File: config.mk
export PLATFORM = sky130hd
export DESIGN_NAME = clock_time_ctrl
export DESIGN_NICKNAME = d
export VERILOG_FILES = /design/src/rtl/clock_time_ctrl_pkg.sv /design/src/rtl/clock_time_ctrl_key_debounce.sv /design/src/rtl/clock_time_ctrl.sv
export SDC_FILE = /design/constraint.sdc
export NUM_CORES = 1
export LEC_CHECK = 0
export ABC_AREA = 1
export CAP_MARGIN = 20
export CORE_MARGIN = 2
export CORE_UTILIZATION = 55
export CTS_CLUSTER_SIZE = 40
export DETAILED_ROUTE_END_ITERATION = 10
export PLACE_DENSITY = 0.76
export SLEW_MARGIN = 5
export SYNTH_ARGS = -nofsm -noshare
export SYNTH_HDL_FRONTEND = slang
export SYNTH_SLANG_ARGS = --single-unit
File: constraint.sdc
create_clock -name CP_1Mhz -period 3.5 [get_ports CP_1Mhz]
set_clock_uncertainty 0.2 [all_clocks]
set_input_delay 0.525 -clock CP_1Mhz [delete_from_list [all_inputs] [get_ports CP_1Mhz]]
set_output_delay 0.525 -clock CP_1Mhz [all_outputs]
set_load 0.02 [all_outputs]
File: src/rtl/clock_time_ctrl_pkg.sv
// Shared definitions for the clock timekeeping block: mode codes, BCD limits, BCD increment.
// Latency: n/a (types, constants and a pure function only).
// Backpressure: n/a.
package clock_time_ctrl_pkg;

    localparam logic [1:0] MODE_RUN      = 2'd0;
    localparam logic [1:0] MODE_SET_HOUR = 2'd1;
    localparam logic [1:0] MODE_SET_MIN  = 2'd2;
    localparam logic [1:0] MODE_SET_SEC  = 2'd3;

    localparam logic [7:0] BCD_HOUR_MAX = 8'h23;
    localparam logic [7:0] BCD_MS_MAX   = 8'h59;

    // Time of day, one BCD byte per field ([7:4] tens, [3:0] ones).
    typedef struct packed {
        logic [7:0] hour;
        logic [7:0] minute;
        logic [7:0] second;
    } time_t;

    // Next BCD value with wrap to 00 once the full byte equals max.
    function automatic logic [7:0] bcd_inc(input logic [7:0] val, input logic [7:0] max);
        if (val == max) begin
            return 8'h00;
        end else if (val[3:0] == 4'd9) begin
            return {val[7:4] + 4'd1, 4'd0};
        end else begin
            return {val[7:4], val[3:0] + 4'd1};
        end
    endfunction

endpackage

File: src/rtl/clock_time_ctrl_key_debounce.sv
// Button conditioner: 2-flop synchroniser, stability counter, one-cycle pulse on accepted press.
// Latency: press_vld rises DEBOUNCE_CYC+2..+3 cycles after a clean raw rising edge.
// Backpressure: none; press_vld is a single-cycle strobe, release produces nothing.
//
// Ports: core_clk/arst_n clock and async active-low reset; key_raw asynchronous active-high
// button; press_vld registered one-cycle pulse on the debounced 0->1 transition.
module key_debounce #(
    parameter int DEBOUNCE_CYC = 20_000
) (
    input  logic core_clk,
    input  logic arst_n,
    input  logic key_raw,
    output logic press_vld
);

    localparam int CW = (DEBOUNCE_CYC > 1) ? $clog2(DEBOUNCE_CYC) : 1;
    localparam logic [CW-1:0] CNT_LAST = CW'(DEBOUNCE_CYC - 1);

    logic [1:0]    sync_q;
    logic          level_q;
    logic [CW-1:0] stab_cnt_q;

    // The counter measures how long the synchronised key has disagreed with the accepted
    // level; any return to agreement restarts the measurement.
    always_ff @(posedge core_clk or negedge arst_n) begin
        if (!arst_n) begin
            sync_q     <= 2'b00;
            level_q    <= 1'b0;
            stab_cnt_q <= '0;
            press_vld  <= 1'b0;
        end else begin
            sync_q    <= {sync_q[0], key_raw};
            press_vld <= 1'b0;
            if (sync_q[1] != level_q) begin
                if (stab_cnt_q == CNT_LAST) begin
                    level_q    <= sync_q[1];
                    stab_cnt_q <= '0;
                    press_vld  <= sync_q[1];
                end else begin
                    stab_cnt_q <= stab_cnt_q + CW'(1);
                end
            end else begin
                stab_cnt_q <= '0;
            end
        end
    end

endmodule

File: src/rtl/clock_time_ctrl.sv
// Digital clock core: BCD h/m/s counting from a 1 Hz prescaler plus a two-button set-mode FSM.
// Latency: all outputs update one cycle after the causing tick or debounced press pulse.
// Backpressure: none; buttons are sampled freely, a mode press on the same cycle drops an up press.
//
// Ports: CP_1Mhz system clock; nCR async active-low reset; key_mode/key_up raw buttons;
// hour/minute/second BCD time; mode 0=RUN 1=SET_HOUR 2=SET_MIN 3=SET_SEC;
// blank per-digit blank mask {hour[1:0], minute[1:0], second[1:0]}.
module clock_time_ctrl
    import clock_time_ctrl_pkg::*;
#(
    parameter int TICK_DIV     = 1_000_000,
    parameter int DEBOUNCE_CYC = 20_000,
    parameter int BLINK_DIV    = 250_000
) (
    input  logic       CP_1Mhz,
    input  logic       nCR,
    input  logic       key_mode,
    input  logic       key_up,
    output logic [7:0] hour,
    output logic [7:0] minute,
    output logic [7:0] second,
    output logic [1:0] mode,
    output logic [5:0] blank
);

    localparam int TW = (TICK_DIV > 1) ? $clog2(TICK_DIV) : 1;
    localparam int BW = (BLINK_DIV > 1) ? $clog2(BLINK_DIV) : 1;
    localparam logic [TW-1:0] TICK_LAST  = TW'(TICK_DIV - 1);
    localparam logic [BW-1:0] BLINK_LAST = BW'(BLINK_DIV - 1);

    logic          mode_press_vld;
    logic          up_press_vld;
    logic          up_ok;
    logic          tick_vld;
    logic          blink_clr;
    logic [1:0]    mode_q;
    logic [1:0]    mode_nxt;
    logic [TW-1:0] tick_cnt_q;
    logic [BW-1:0] blink_cnt_q;
    logic          blink_phase_q;
    time_t         time_q;
    time_t         time_nxt;

    key_debounce #(.DEBOUNCE_CYC(DEBOUNCE_CYC)) u_deb_mode (
        .core_clk  (CP_1Mhz),
        .arst_n    (nCR),
        .key_raw   (key_mode),
        .press_vld (mode_press_vld)
    );

    key_debounce #(.DEBOUNCE_CYC(DEBOUNCE_CYC)) u_deb_up (
        .core_clk  (CP_1Mhz),
        .arst_n    (nCR),
        .key_raw   (key_up),
        .press_vld (up_press_vld)
    );

    // ---------------- mode FSM: state register ----------------
    always_ff @(posedge CP_1Mhz or negedge nCR) begin
        if (!nCR) begin
            mode_q <= MODE_RUN;
        end else begin
            mode_q <= mode_nxt;
        end
    end

    // ---------------- mode FSM: next state ----------------
    always_comb begin
        mode_nxt = mode_q;
        if (mode_press_vld) begin
            case (mode_q)
                MODE_RUN:      mode_nxt = MODE_SET_HOUR;
                MODE_SET_HOUR: mode_nxt = MODE_SET_MIN;
                MODE_SET_MIN:  mode_nxt = MODE_SET_SEC;
                default:       mode_nxt = MODE_RUN;
            endcase
        end
    end

    // ---------------- mode FSM: outputs ----------------
    // Only the field being set blinks; phase 0 is the visible half-period.
    always_comb begin
        blank = 6'b000000;
        case (mode_q)
            MODE_SET_HOUR: blank[5:4] = {2{blink_phase_q}};
            MODE_SET_MIN:  blank[3:2] = {2{blink_phase_q}};
            MODE_SET_SEC:  blank[1:0] = {2{blink_phase_q}};
            default:       blank      = 6'b000000;
        endcase
    end

    // ---------------- 1 Hz prescaler ----------------
    // Held at zero outside RUN and cleared on every mode change, so a return to RUN
    // always waits a full TICK_DIV period before the first tick.
    assign tick_vld = (mode_q == MODE_RUN) && (tick_cnt_q == TICK_LAST);

    always_ff @(posedge CP_1Mhz or negedge nCR) begin
        if (!nCR) begin
            tick_cnt_q <= '0;
        end else if (mode_press_vld || (mode_q != MODE_RUN) || tick_vld) begin
            tick_cnt_q <= '0;
        end else begin
            tick_cnt_q <= tick_cnt_q + TW'(1);
        end
    end

    // ---------------- time registers ----------------
    // A mode press on the same cycle as an up press takes priority.
    assign up_ok = up_press_vld && !mode_press_vld;

    always_comb begin
        time_nxt = time_q;
        case (mode_q)
            MODE_RUN: begin
                if (tick_vld) begin
                    time_nxt.second = bcd_inc(time_q.second, BCD_MS_MAX);
                    if (time_q.second == BCD_MS_MAX) begin
                        time_nxt.minute = bcd_inc(time_q.minute, BCD_MS_MAX);
                        if (time_q.minute == BCD_MS_MAX) begin
                            time_nxt.hour = bcd_inc(time_q.hour, BCD_HOUR_MAX);
                        end
                    end
                end
            end
            MODE_SET_HOUR: begin
                if (up_ok) time_nxt.hour = bcd_inc(time_q.hour, BCD_HOUR_MAX);
            end
            MODE_SET_MIN: begin
                if (up_ok) time_nxt.minute = bcd_inc(time_q.minute, BCD_MS_MAX);
            end
            default: begin
                if (up_ok) time_nxt.second = bcd_inc(time_q.second, BCD_MS_MAX);
            end
        endcase
    end

    always_ff @(posedge CP_1Mhz or negedge nCR) begin
        if (!nCR) begin
            time_q <= '0;
        end else begin
            time_q <= time_nxt;
        end
    end

    // ---------------- blink generator ----------------
    // Free-running, but restarted on entry to any set state so each field starts visible.
    assign blink_clr = mode_press_vld && (mode_nxt != MODE_RUN);

    always_ff @(posedge CP_1Mhz or negedge nCR) begin
        if (!nCR) begin
            blink_cnt_q   <= '0;
            blink_phase_q <= 1'b0;
        end else if (blink_clr) begin
            blink_cnt_q   <= '0;
            blink_phase_q <= 1'b0;
        end else if (blink_cnt_q == BLINK_LAST) begin
            blink_cnt_q   <= '0;
            blink_phase_q <= ~blink_phase_q;
        end else begin
            blink_cnt_q <= blink_cnt_q + BW'(1);
        end
    end

    assign hour   = time_q.hour;
    assign minute = time_q.minute;
    assign second = time_q.second;
    assign mode   = mode_q;

endmodule

==> reports/metrics.yaml <==
sta:
  setup_slack_ps: 907
  finalHoldViolCount: 0
  max_slew_margin_pct: 45.3
  finalSetupViolCount: 0
  worst_slew_pin_slew_ps: 820
  report.final.slew_viol_count: 0
  post-route-min-period_ps: 2590
  fin_tns_setup_ps: 0
  fmaxAchievable_mhz: 386
  rsz0062_at_grt: "no"
  whs_ps: 41.4
  fin_crit_sh_pct: 74.1
drt:
  drc: 0
  wire_per_inst_um: 12.4
  vias: 4771
  routed_wl_um: 11300
  viasPerCell: 5.20
  ant_nets: 0
  drtPass1Iterations: 5
  dr.first_iter.drc_count: 257
clock_network:
  ctsResizeCount: 0
  htree_num_levels: 3
  clk_path_buf_depth: 2
  clkSlewWorstSetupHoldPaths_ps: 90
  clk_latency_ps: 370
  cts-root-buf: "clkbuf_8"
  cts_buffers: 9
  cts_tree: "done"
  postCtsSetupBuffers: 0
  cts.sinks: 103
  ctsHoldBuffers: 0
die:
  initial_utilization_pct: 56.4
  die_w_um: 107
  io_pins: 36
  rows: 37
  die-height_um: 107
  die_area_um2: 11400
  coreArea_um2: 10300
pwr:
  leakagePower_nw: 3.03
  power_mw: 1.98
  vdd_drop_max_uv: 316
  powerDensity_nw_per_um2: 305
worst_setup_path:
  r2r_cells: 4
  cp_num_buf_inv: 3
  r2r_slack_ps: 1280
  reg2reg_from: "mode[1]"
  path_common_cell: "inv_1"
  cpMaxStageDelayCell: "clkdlybuf4s50_1"
  worst_ep_required_time_ps: 2770
  worst_r2r_endpoint: "tick_cnt_q[6]"
  crit_fanout: 4
  cp-start-kind: "register"
  crit_path_end_kind: "primary output"
  critPathTopFamily: "buffers and inverters"
  critical_path_class: "register to primary output"
  slowest_delay_ps: 620
  critical_path_arrival_ps: 1870
  cp_cell_sequence: "inv_1 > ha_1 > nand2_1 > inv_1 > clkdlybuf4s50_1"
global_routing:
  grt_max_degree: 67
  grt_overflow: 0
  grt_usage_pct: 21.8
  antenna_found_initial: 0
  first_global_vias: 4577
  grt_first_pass_wirelength_um: 20000
logic_synthesis:
  synth_edf_count: 0
  synth-simple-area-share_pct: 35.2
  synthFlopType: "dfrtp_1"
  synth_cell_types: 34
  synth_cells: 738
  synth-xor-area-share_pct: 6.02
  synth_top_family_by_area: "simple AND/OR/NAND/NOR gates"
  yosysSeqAreaShare_pct: 44.3
  synth_compound_area_share_pct: 3.74
  synth_area_um2: 5820
  ys_ff_latch: 103
  ys.warnings.count: 0
  synth_nets: 762
  synth_fa_ha_area_share_pct: 4.30
  synthArstFlopShare_pct: 100
  muxShareOfSynthArea_pct: 0
  syn_area_per_cell_um2: 7.89
final_layout:
  synthToLayoutAreaGrowth_pct: 11.5
  fin_area_um2: 6490
  final_layout_size_suffix_gt1_share_pct: 8.07
  insertedDiodeCount: 0
  fin_nets: 803
  layout_common_cells: "160 x nand2_1, 129 x nor2_1, 103 x dfrtp_1"
  stdcell_count: 917
  utilization_pct: 62.9
  layout_commonest_cell: "nand2_1"
  fillCellCount: 878
placed_design:
  dpl-instance-area_um2: 6300
  post-place-ws_ps: 1290
  place_congestion: 0.940
  post-dp-hpwl_um: 8440
  port_buffers: 35
  numPlacedInstances: 904
run:
  maxCapViolations: 0
hold_path:
  hold_path.class: "primary input to async pin"
status:
  outcome: "finished clean"
[state kept, by name, indices dropped and copies added, names as in the netlist, 2 cells and up]
signal,cells
hour,8
u_deb_mode.sync_q,2
tick_cnt_q,20
minute,8
u_deb_up.stab_cnt_q,15
second,8
u_deb_up.sync_q,2
mode,2
u_deb_mode.stab_cnt_q,15
blink_cnt_q,18
[cells by family after synthesis]
family,Yosys count
AND/OR/NAND/NOR,442
flip-flops,103
buffers and inverters,94
XOR/XNOR,40
AO/OA/AOI/OAI,39
adder cells (fa/ha/maj),20
[routing by layer]
| metal | vias to the layer above | part of all wire, % | track usage, % |
|---|---|---|---|
| met4 | 0 | 1.4 | 7.51 |
| met5 | - | 0 | 0 |
| met1 | 2235 | 47 | 28.7 |
| met2 | 102 | 47 | 35.1 |
| li1 | 2416 | - | - |
| met3 | 18 | 4.3 | 5.53 |
[worst reg2reg max path: stages, from the launching register on]
cell and delay (ps):
dfrtp_1 430, inv_1 120, ha_1 380, nand3_1 620, nor3b_1 370
[cell type report]
class	instances	area [µm²]	share of cell area, %
inverter	87	327	5.03
clock buffer	12	155	2.39
clock inverter	1	30.0	0.463
sequential	103	2580	39.7
timing repair buffer	37	363	5.59
tap	136	170	2.62
multi-input combinational	541	2870	44.2
[Yosys cell counts (4+ instances only)]
master | n | area (µm²)
dfrtp_1 | 103 | 2580
o21ai_0 | 13 | 65.1
a21oi_1 | 10 | 50.1
nand2_4 | 4 | 45.0
nor3b_1 | 4 | 30.0
or2_2 | 16 | 100
nand4_1 | 23 | 144
nor2_4 | 4 | 45.0
nand3_1 | 47 | 235
nand2_1 | 160 | 601
nor2_1 | 129 | 484
nor3_1 | 34 | 170
ha_1 | 20 | 250
o21ai_2 | 4 | 35.0
inv_1 | 84 | 315
xnor2_1 | 8 | 70.1
xor2_1 | 32 | 280
o21ai_1 | 8 | 40.0
nand2_2 | 7 | 43.8
[power by group]
part | leakage, nW | switching (mW) | total (mW) | internal, mW
clock network | 0.0944 | 0.375 | 0.734 | 0.359
logic | 1.53 | 0.0346 | 0.0456 | 0.0111
registers | 1.40 | 0.00625 | 1.20 | 1.20
total | 3.03 | 0.416 | 1.98 | 1.57
[worst max-delay path by stage]
| stage | from | end | slack (ps) | depth (start not counted) |
|---|---|---|---|---|
| detailed placement | mode[0] | blank[3] | 1290 | 5 |
| floorplan | mode[0] | hour[0] | 1510 | 7 |
| global placement | mode[0] | blank[2] | 1390 | 5 |
| CTS | mode[0] | blank[3] | 850 | 5 |
| global route | mode[1] | blank[4] | 790 | 5 |
| finish | mode[0] | blank[3] | 910 | 5 |
Power figures use the tool's default switching activity.
